`config.mk`:
```
export PLATFORM = sky130hd
export DESIGN_NAME = elev_req_ctrl_flat
export DESIGN_NICKNAME = d
export VERILOG_FILES = /design/src/rtl/elev_req_ctrl_if.sv /design/src/rtl/elev_req_ctrl.sv /design/src/flat_wrapper.sv
export SDC_FILE = /design/constraint.sdc
export NUM_CORES = 1
export LEC_CHECK = 0
export BUFFER_PORTS_ARGS = -buffer_cell sky130_fd_sc_hd__buf_2
export CORE_MARGIN = 2
export CORE_UTILIZATION = 45
export DETAILED_ROUTE_END_ITERATION = 8
export GPL_ROUTABILITY_DRIVEN = 1
export GPL_TIMING_DRIVEN = 0
export MAX_ROUTING_LAYER = met4
export PLACE_DENSITY = 0.74
export SYNTH_ARGS = -nofsm -noshare
export SYNTH_HDL_FRONTEND = slang
export SYNTH_SLANG_ARGS = --single-unit
```
`constraint.sdc`:
```
create_clock -name clk -period 6.5 [get_ports clk]
set_clock_uncertainty 0.1 [all_clocks]
set_input_delay 0.975 -clock clk [delete_from_list [all_inputs] [get_ports clk]]
set_output_delay 0.975 -clock clk [all_outputs]
set_load 0.05 [all_outputs]
```
`src/rtl/elev_req_ctrl_if.sv`:
```
// Bundle between the elevator request controller and its environment.
// u/d are single-cycle command pulses with no back-pressure; call and floor are plain levels.
interface elev_req_ctrl_if;
  logic [3:0] call;
  logic [1:0] floor;
  logic       u;
  logic       d;
  logic [3:0] pending;
  logic       door_open;
  logic       dir_up;
  logic [1:0] state;

  modport master (
    output call, floor,
    input  u, d, pending, door_open, dir_up, state
  );

  modport slave (
    input  call, floor,
    output u, d, pending, door_open, dir_up, state
  );
endinterface

```
`src/rtl/elev_req_ctrl.sv`:
```
// Elevator request latch and sweep controller (IDLE/DOOR/STEP/SETTLE).
// Optional macro ELEV_REQ_CTRL_CALL_SYNC_EN adds a 2-flop synchronizer on call.
module elev_req_ctrl #(
  parameter int unsigned DWELL_CYCLES = 8,
  parameter int unsigned STEP_CYCLES  = 4
) (
  input  logic           clk,
  input  logic           rst,
  elev_req_ctrl_if.slave bus
);
  localparam logic [1:0] S_IDLE   = 2'd0;
  localparam logic [1:0] S_DOOR   = 2'd1;
  localparam logic [1:0] S_STEP   = 2'd2;
  localparam logic [1:0] S_SETTLE = 2'd3;

  localparam logic [7:0] DWELL_LD = 8'(DWELL_CYCLES);
  localparam logic [7:0] STEP_LD  = 8'(STEP_CYCLES);

  logic [1:0] state_q, state_n;
  logic [7:0] cnt_q, cnt_n;
  logic [3:0] pend_q, pend_n;
  logic       dir_q, dir_n;
  logic       u_q, d_q, door_q;
  logic [3:0] call_c, prev_q, armed_q, call_edge;
  logic [3:0] set_mask, clr_mask;
  logic [3:0] floor_bit, above_mask, below_mask;
  logic       hit, has_above, has_below, move_ok;

`ifdef ELEV_REQ_CTRL_CALL_SYNC_EN
  logic [3:0] sync1_q, sync2_q;

  always_ff @(posedge clk) begin
    if (!rst) begin
      sync1_q <= '0;
      sync2_q <= '0;
    end else begin
      sync1_q <= bus.call;
      sync2_q <= sync1_q;
    end
  end

  assign call_c = sync2_q;
`else
  assign call_c = bus.call;
`endif

  // armed_q only goes high once a call bit has been seen low after reset,
  // so a button held through reset needs a release before it counts.
  assign call_edge = call_c & ~prev_q & armed_q;

  assign floor_bit = 4'b0001 << bus.floor;

  always_comb begin
    above_mask = 4'b0000;
    below_mask = 4'b0000;
    case (bus.floor)
      2'd0: begin above_mask = 4'b1110; below_mask = 4'b0000; end
      2'd1: begin above_mask = 4'b1100; below_mask = 4'b0001; end
      2'd2: begin above_mask = 4'b1000; below_mask = 4'b0011; end
      default: begin above_mask = 4'b0000; below_mask = 4'b0111; end
    endcase
  end

  assign hit       = |(pend_q & floor_bit);
  assign has_above = |(pend_q & above_mask);
  assign has_below = |(pend_q & below_mask);

  always_comb begin
    state_n  = state_q;
    cnt_n    = cnt_q;
    dir_n    = dir_q;
    set_mask = call_edge;
    clr_mask = 4'b0000;
    case (state_q)
      S_IDLE: begin
        if (hit) begin
          clr_mask = floor_bit;
          cnt_n    = DWELL_LD;
          state_n  = S_DOOR;
        end else if (has_above && (dir_q || !has_below)) begin
          dir_n   = 1'b1;
          state_n = S_STEP;
        end else if (has_below) begin
          dir_n   = 1'b0;
          state_n = S_STEP;
        end
      end
      S_DOOR: begin
        // A re-press at the open floor only extends the dwell.
        set_mask = call_edge & ~floor_bit;
        if (|(call_edge & floor_bit)) begin
          cnt_n = DWELL_LD;
        end else if (cnt_q <= 8'd1) begin
          cnt_n   = 8'd0;
          state_n = S_IDLE;
        end else begin
          cnt_n = cnt_q - 8'd1;
        end
      end
      S_STEP: begin
        cnt_n   = STEP_LD;
        state_n = S_SETTLE;
      end
      default: begin
        if (cnt_q > 8'd1) begin
          cnt_n = cnt_q - 8'd1;
        end else begin
          cnt_n = 8'd0;
          if (hit) begin
            clr_mask = floor_bit;
            cnt_n    = DWELL_LD;
            state_n  = S_DOOR;
          end else if (dir_q ? has_above : has_below) begin
            state_n = S_STEP;
          end else begin
            state_n = S_IDLE;
          end
        end
      end
    endcase

    // Never command a move past either end of the shaft.
    move_ok = dir_n ? (bus.floor != 2'd3) : (bus.floor != 2'd0);
    if (state_n == S_STEP && !move_ok) begin
      state_n = S_IDLE;
    end

    pend_n = (pend_q | set_mask) & ~clr_mask;
  end

  always_ff @(posedge clk) begin
    if (!rst) begin
      state_q <= S_IDLE;
      cnt_q   <= 8'd0;
      pend_q  <= 4'b0000;
      dir_q   <= 1'b1;
      u_q     <= 1'b0;
      d_q     <= 1'b0;
      door_q  <= 1'b0;
      prev_q  <= 4'b0000;
      armed_q <= 4'b0000;
    end else begin
      state_q <= state_n;
      cnt_q   <= cnt_n;
      pend_q  <= pend_n;
      dir_q   <= dir_n;
      u_q     <= (state_n == S_STEP) && dir_n;
      d_q     <= (state_n == S_STEP) && !dir_n;
      door_q  <= (state_n == S_DOOR);
      prev_q  <= call_c;
      armed_q <= armed_q | ~call_c;
    end
  end

  assign bus.u         = u_q;
  assign bus.d         = d_q;
  assign bus.pending   = pend_q;
  assign bus.door_open = door_q;
  assign bus.dir_up    = dir_q;
  assign bus.state     = state_q;
endmodule

```
`src/flat_wrapper.sv`:
```
// flat-port wrapper written by rule: the top's interface ports become plain ports
module elev_req_ctrl_flat 
#(
  parameter int unsigned DWELL_CYCLES = 8,
  parameter int unsigned STEP_CYCLES  = 4
)
  (clk, rst, bus_call, bus_floor, bus_u, bus_d, bus_pending, bus_door_open, bus_dir_up, bus_state);
  elev_req_ctrl_if bus_i ();
  input  logic clk;
  input  logic rst;
  input wire logic [$bits(bus_i.call)-1:0] bus_call;
  input wire logic [$bits(bus_i.floor)-1:0] bus_floor;
  output wire logic [$bits(bus_i.u)-1:0] bus_u;
  output wire logic [$bits(bus_i.d)-1:0] bus_d;
  output wire logic [$bits(bus_i.pending)-1:0] bus_pending;
  output wire logic [$bits(bus_i.door_open)-1:0] bus_door_open;
  output wire logic [$bits(bus_i.dir_up)-1:0] bus_dir_up;
  output wire logic [$bits(bus_i.state)-1:0] bus_state;
  assign bus_i.call = bus_call;
  assign bus_i.floor = bus_floor;
  assign bus_u = bus_i.u;
  assign bus_d = bus_i.d;
  assign bus_pending = bus_i.pending;
  assign bus_door_open = bus_i.door_open;
  assign bus_dir_up = bus_i.dir_up;
  assign bus_state = bus_i.state;
  elev_req_ctrl #(.DWELL_CYCLES(DWELL_CYCLES), .STEP_CYCLES(STEP_CYCLES)) u_core (.clk(clk), .rst(rst), .bus(bus_i));
endmodule
```
==> results.json <==
{
  "outcome": "complete, no violations",
  "muxShareOfSynthArea_pct": 1.724,
  "cts_setup_buffers": 0,
  "clk_latency_ns": 0.32,
  "drt_iter0_markers": 58,
  "wire_per_inst_um": 13.76,
  "rsz0062_at_grt": "false",
  "clk_pin_slew_ns": 0.13,
  "ys_seq_area_share_pct": 39.85,
  "layout_setup_ws_ns": 3.854,
  "worstPathArrival_ns": 2.81,
  "synth_edf_count": 0,
  "whs_endpoint": "u_core.armed_q[1]",
  "grt_usage_pct": 18.83,
  "gr-total-overflow": 0,
  "ant_nets": 0,
  "r2r-start": "u_core.cnt_q[4]",
  "reg2reg_slack_ns": 4.20,
  "cts.path.max_buffers": 2,
  "postCtsResizedCells": 0,
  "dieArea_um2": 3350,
  "layout-drive-gt1-share_pct": 18.24,
  "p_total_mw": 0.5479,
  "cts_tree": "done",
  "die_w_um": 57.88,
  "ys_types": 48,
  "wl_um": 2766,
  "drt-pass1-iter-count": 6,
  "ioPinCount": 18,
  "placeableCoreArea_um2": 2758,
  "syn_inst": 151,
  "synth_compound_area_share_pct": 24.33,
  "worstHoldStart": "u_core.armed_q[1]",
  "async_flop_share_pct": 0,
  "grt_antenna_before_repair": 0,
  "grt_max_degree": 14,
  "cp.required_ns": 6.66,
  "htree_num_levels": 1,
  "post-route-period-util_pct": 40.71,
  "synth.cell_area_um2": 1306,
  "finalHoldViolations": 0,
  "crit_start": "bus_floor[0]",
  "grt_pass1_wl_um": 4719,
  "area_growth_pct": 10.82,
  "drv_slew": 0,
  "ff2ff_path_depth": 6,
  "io_buffers": 16,
  "hold_depth": 2,
  "worst-path-max-fanout": 10,
  "insertedDiodeCount": 0,
  "finalSetupViolations": 0,
  "layout_commonest_cell": "dfxtp_1",
  "die_h_um": 57.88,
  "maxSlewHeadroom_pct": 67.88,
  "ir_drop_mv": 0.2393,
  "fin_crit_ns": 2.646,
  "cp-start-kind": "input port",
  "ys_seq_elements": 26,
  "p_per_area_nw_per_um2": 378.5,
  "fillers": 270,
  "grt_pass1_vias": 1108,
  "setup_tns_ns": 0,
  "worst_slew_pin_slew_ns": 0.4818,
  "clock_sinks": 26,
  "yosys.area_share.adder_pct": 1.916,
  "cts_made_buffers": 3,
  "ys.flop_type": "dfxtp_1",
  "synth_xor_area_share_pct": 3.352,
  "max_cap_violations": 0,
  "synth_nets": 161,
  "layout_common_cells": "dfxtp_1 (26), buf_2 (19), nand2_1 (12)",
  "synth_top_family_by_area": "compound AO/OA/AOI/OAI gates",
  "gp_congestion": 0.8416,
  "timing.fmax_ghz": 0.3779,
  "yosysWarningCount": 0,
  "clockRootBuffer": "clkbuf_4",
  "min-delay-path-class": "reg2reg",
  "fin_nets": 182,
  "drc": 0,
  "worstReg2RegEnd": "u_core.bus.u",
  "dp_hpwl_um": 2045,
  "postCtsHoldBufs": 0,
  "hold_slack_ns": 0.3717,
  "place_ws_ns": 3.524,
  "viasPerCell": 5.806,
  "crit_type": "in2reg",
  "critPathCaptureType": "flip-flop",
  "start_util_pct": 47.37,
  "rows": 19,
  "vias": 1167,
  "p_leak_nw": 0.5981,
  "syn_area_per_cell_um2": 8.651,
  "synth-simple-area-share_pct": 23.08
}
registers in the layout, indices dropped and copies added, names as in the netlist:
register and cells:
u_core.bus.d 1, u_core.armed_q 4, u_core.cnt_q 8, u_core.bus.dir_up 1
u_core.bus.pending 4, u_core.bus.u 1, u_core.prev_q 4, u_core.bus.state 2
u_core.bus.door_open 1
per-layer routing:
| layer | wire (um) | global-route usage (%) | vias up |
|---|---|---|---|
| li1 | - | - | 584 |
| met1 | 1270 | 24.02 | 540 |
| met2 | 1297 | 29.55 | 41 |
| met3 | 174 | 4.688 | 2 |
| met4 | 23 | 5.648 | 0 |
| met5 | 0 | - | - |
cell families after synthesis:
| group | Yosys count |
|---|---|
| adder cells (fa/ha/maj) | 2 |
| AND/OR/NAND/NOR | 53 |
| AO/OA/AOI/OAI | 45 |
| multiplexers | 1 |
| XOR/XNOR | 5 |
| flip-flops | 26 |
| buffers and inverters | 19 |
final cells by class:
cell class              count  area, um2  share of cell area (%)
repair buffers             16      80.08                   5.532
plain buffers               8      33.78                   2.334
clock buffers               3      22.52                   1.556
inverters                  11      41.29                   2.852
well taps                  31      38.79                   2.679
flip-flops and latches     26      520.5                   35.96
multi-input cells         106      710.7                   49.09
through the flow:
step	instance area, um2	cells	utilization [%]
6_report	1448	201	52.50
4_1_cts	1448	201	52.50
3_3_place_gp	1425	198	51.68
2_1_floorplan	1306	151	-
5_1_grt	1448	201	52.50
3_5_place_dp	1425	198	51.68
critical path: stages:
cell and delay, ns:
buf_2 0.18, mux4_2 0.54, buf_2 0.20, or2_2 0.30
a31oi_1 0.20, o221ai_1 0.21, nor3_1 0.21
worst max path at each step:
stage / depth (start not counted) / to
2_1_floorplan: 7 / u_core.bus.u
3_3_place_gp: 7 / u_core.bus.u
3_5_place_dp: 7 / u_core.bus.u
4_1_cts: 7 / u_core.bus.u
5_1_grt: 7 / u_core.bus.u
6_report: 7 / u_core.bus.u
Yosys cell counts (2+ instances only):
master | instances | area share, %
clkbuf_1 | 5 | 1.4
nand3_1 | 2 | 0.77
o21bai_1 | 2 | 1.1
buf_2 | 3 | 1.1
a31oi_1 | 4 | 1.9
a41oi_1 | 2 | 1.3
or2_2 | 4 | 1.9
xnor2_1 | 2 | 1.3
o21a_1 | 2 | 1.1
nor2_1 | 9 | 2.6
nor3_1 | 2 | 0.77
o211ai_1 | 2 | 1.1
dfxtp_1 | 26 | 40
nand3b_1 | 2 | 1.1
nand2_1 | 12 | 3.4
nor2b_1 | 2 | 0.96
a311oi_1 | 2 | 1.3
ha_1 | 2 | 1.9
inv_1 | 11 | 3.2
a21boi_0 | 5 | 2.9
xor2_1 | 3 | 2.0
o22ai_1 | 2 | 0.96
o21ai_0 | 9 | 3.4
or3_1 | 2 | 0.96
nand2b_1 | 2 | 0.96
and2_1 | 6 | 2.9
nor3b_1 | 2 | 1.1
a21oi_1 | 4 | 1.5
power by group:
part	leakage [nW]	internal, mW	switching (mW)
registers	0.214	0.189	0.0283
logic	0.370	0.107	0.158
clock network	0.0138	0.0217	0.0438
total	0.598	0.317	0.230
Note: power is estimated with default switching activity, not from simulation.
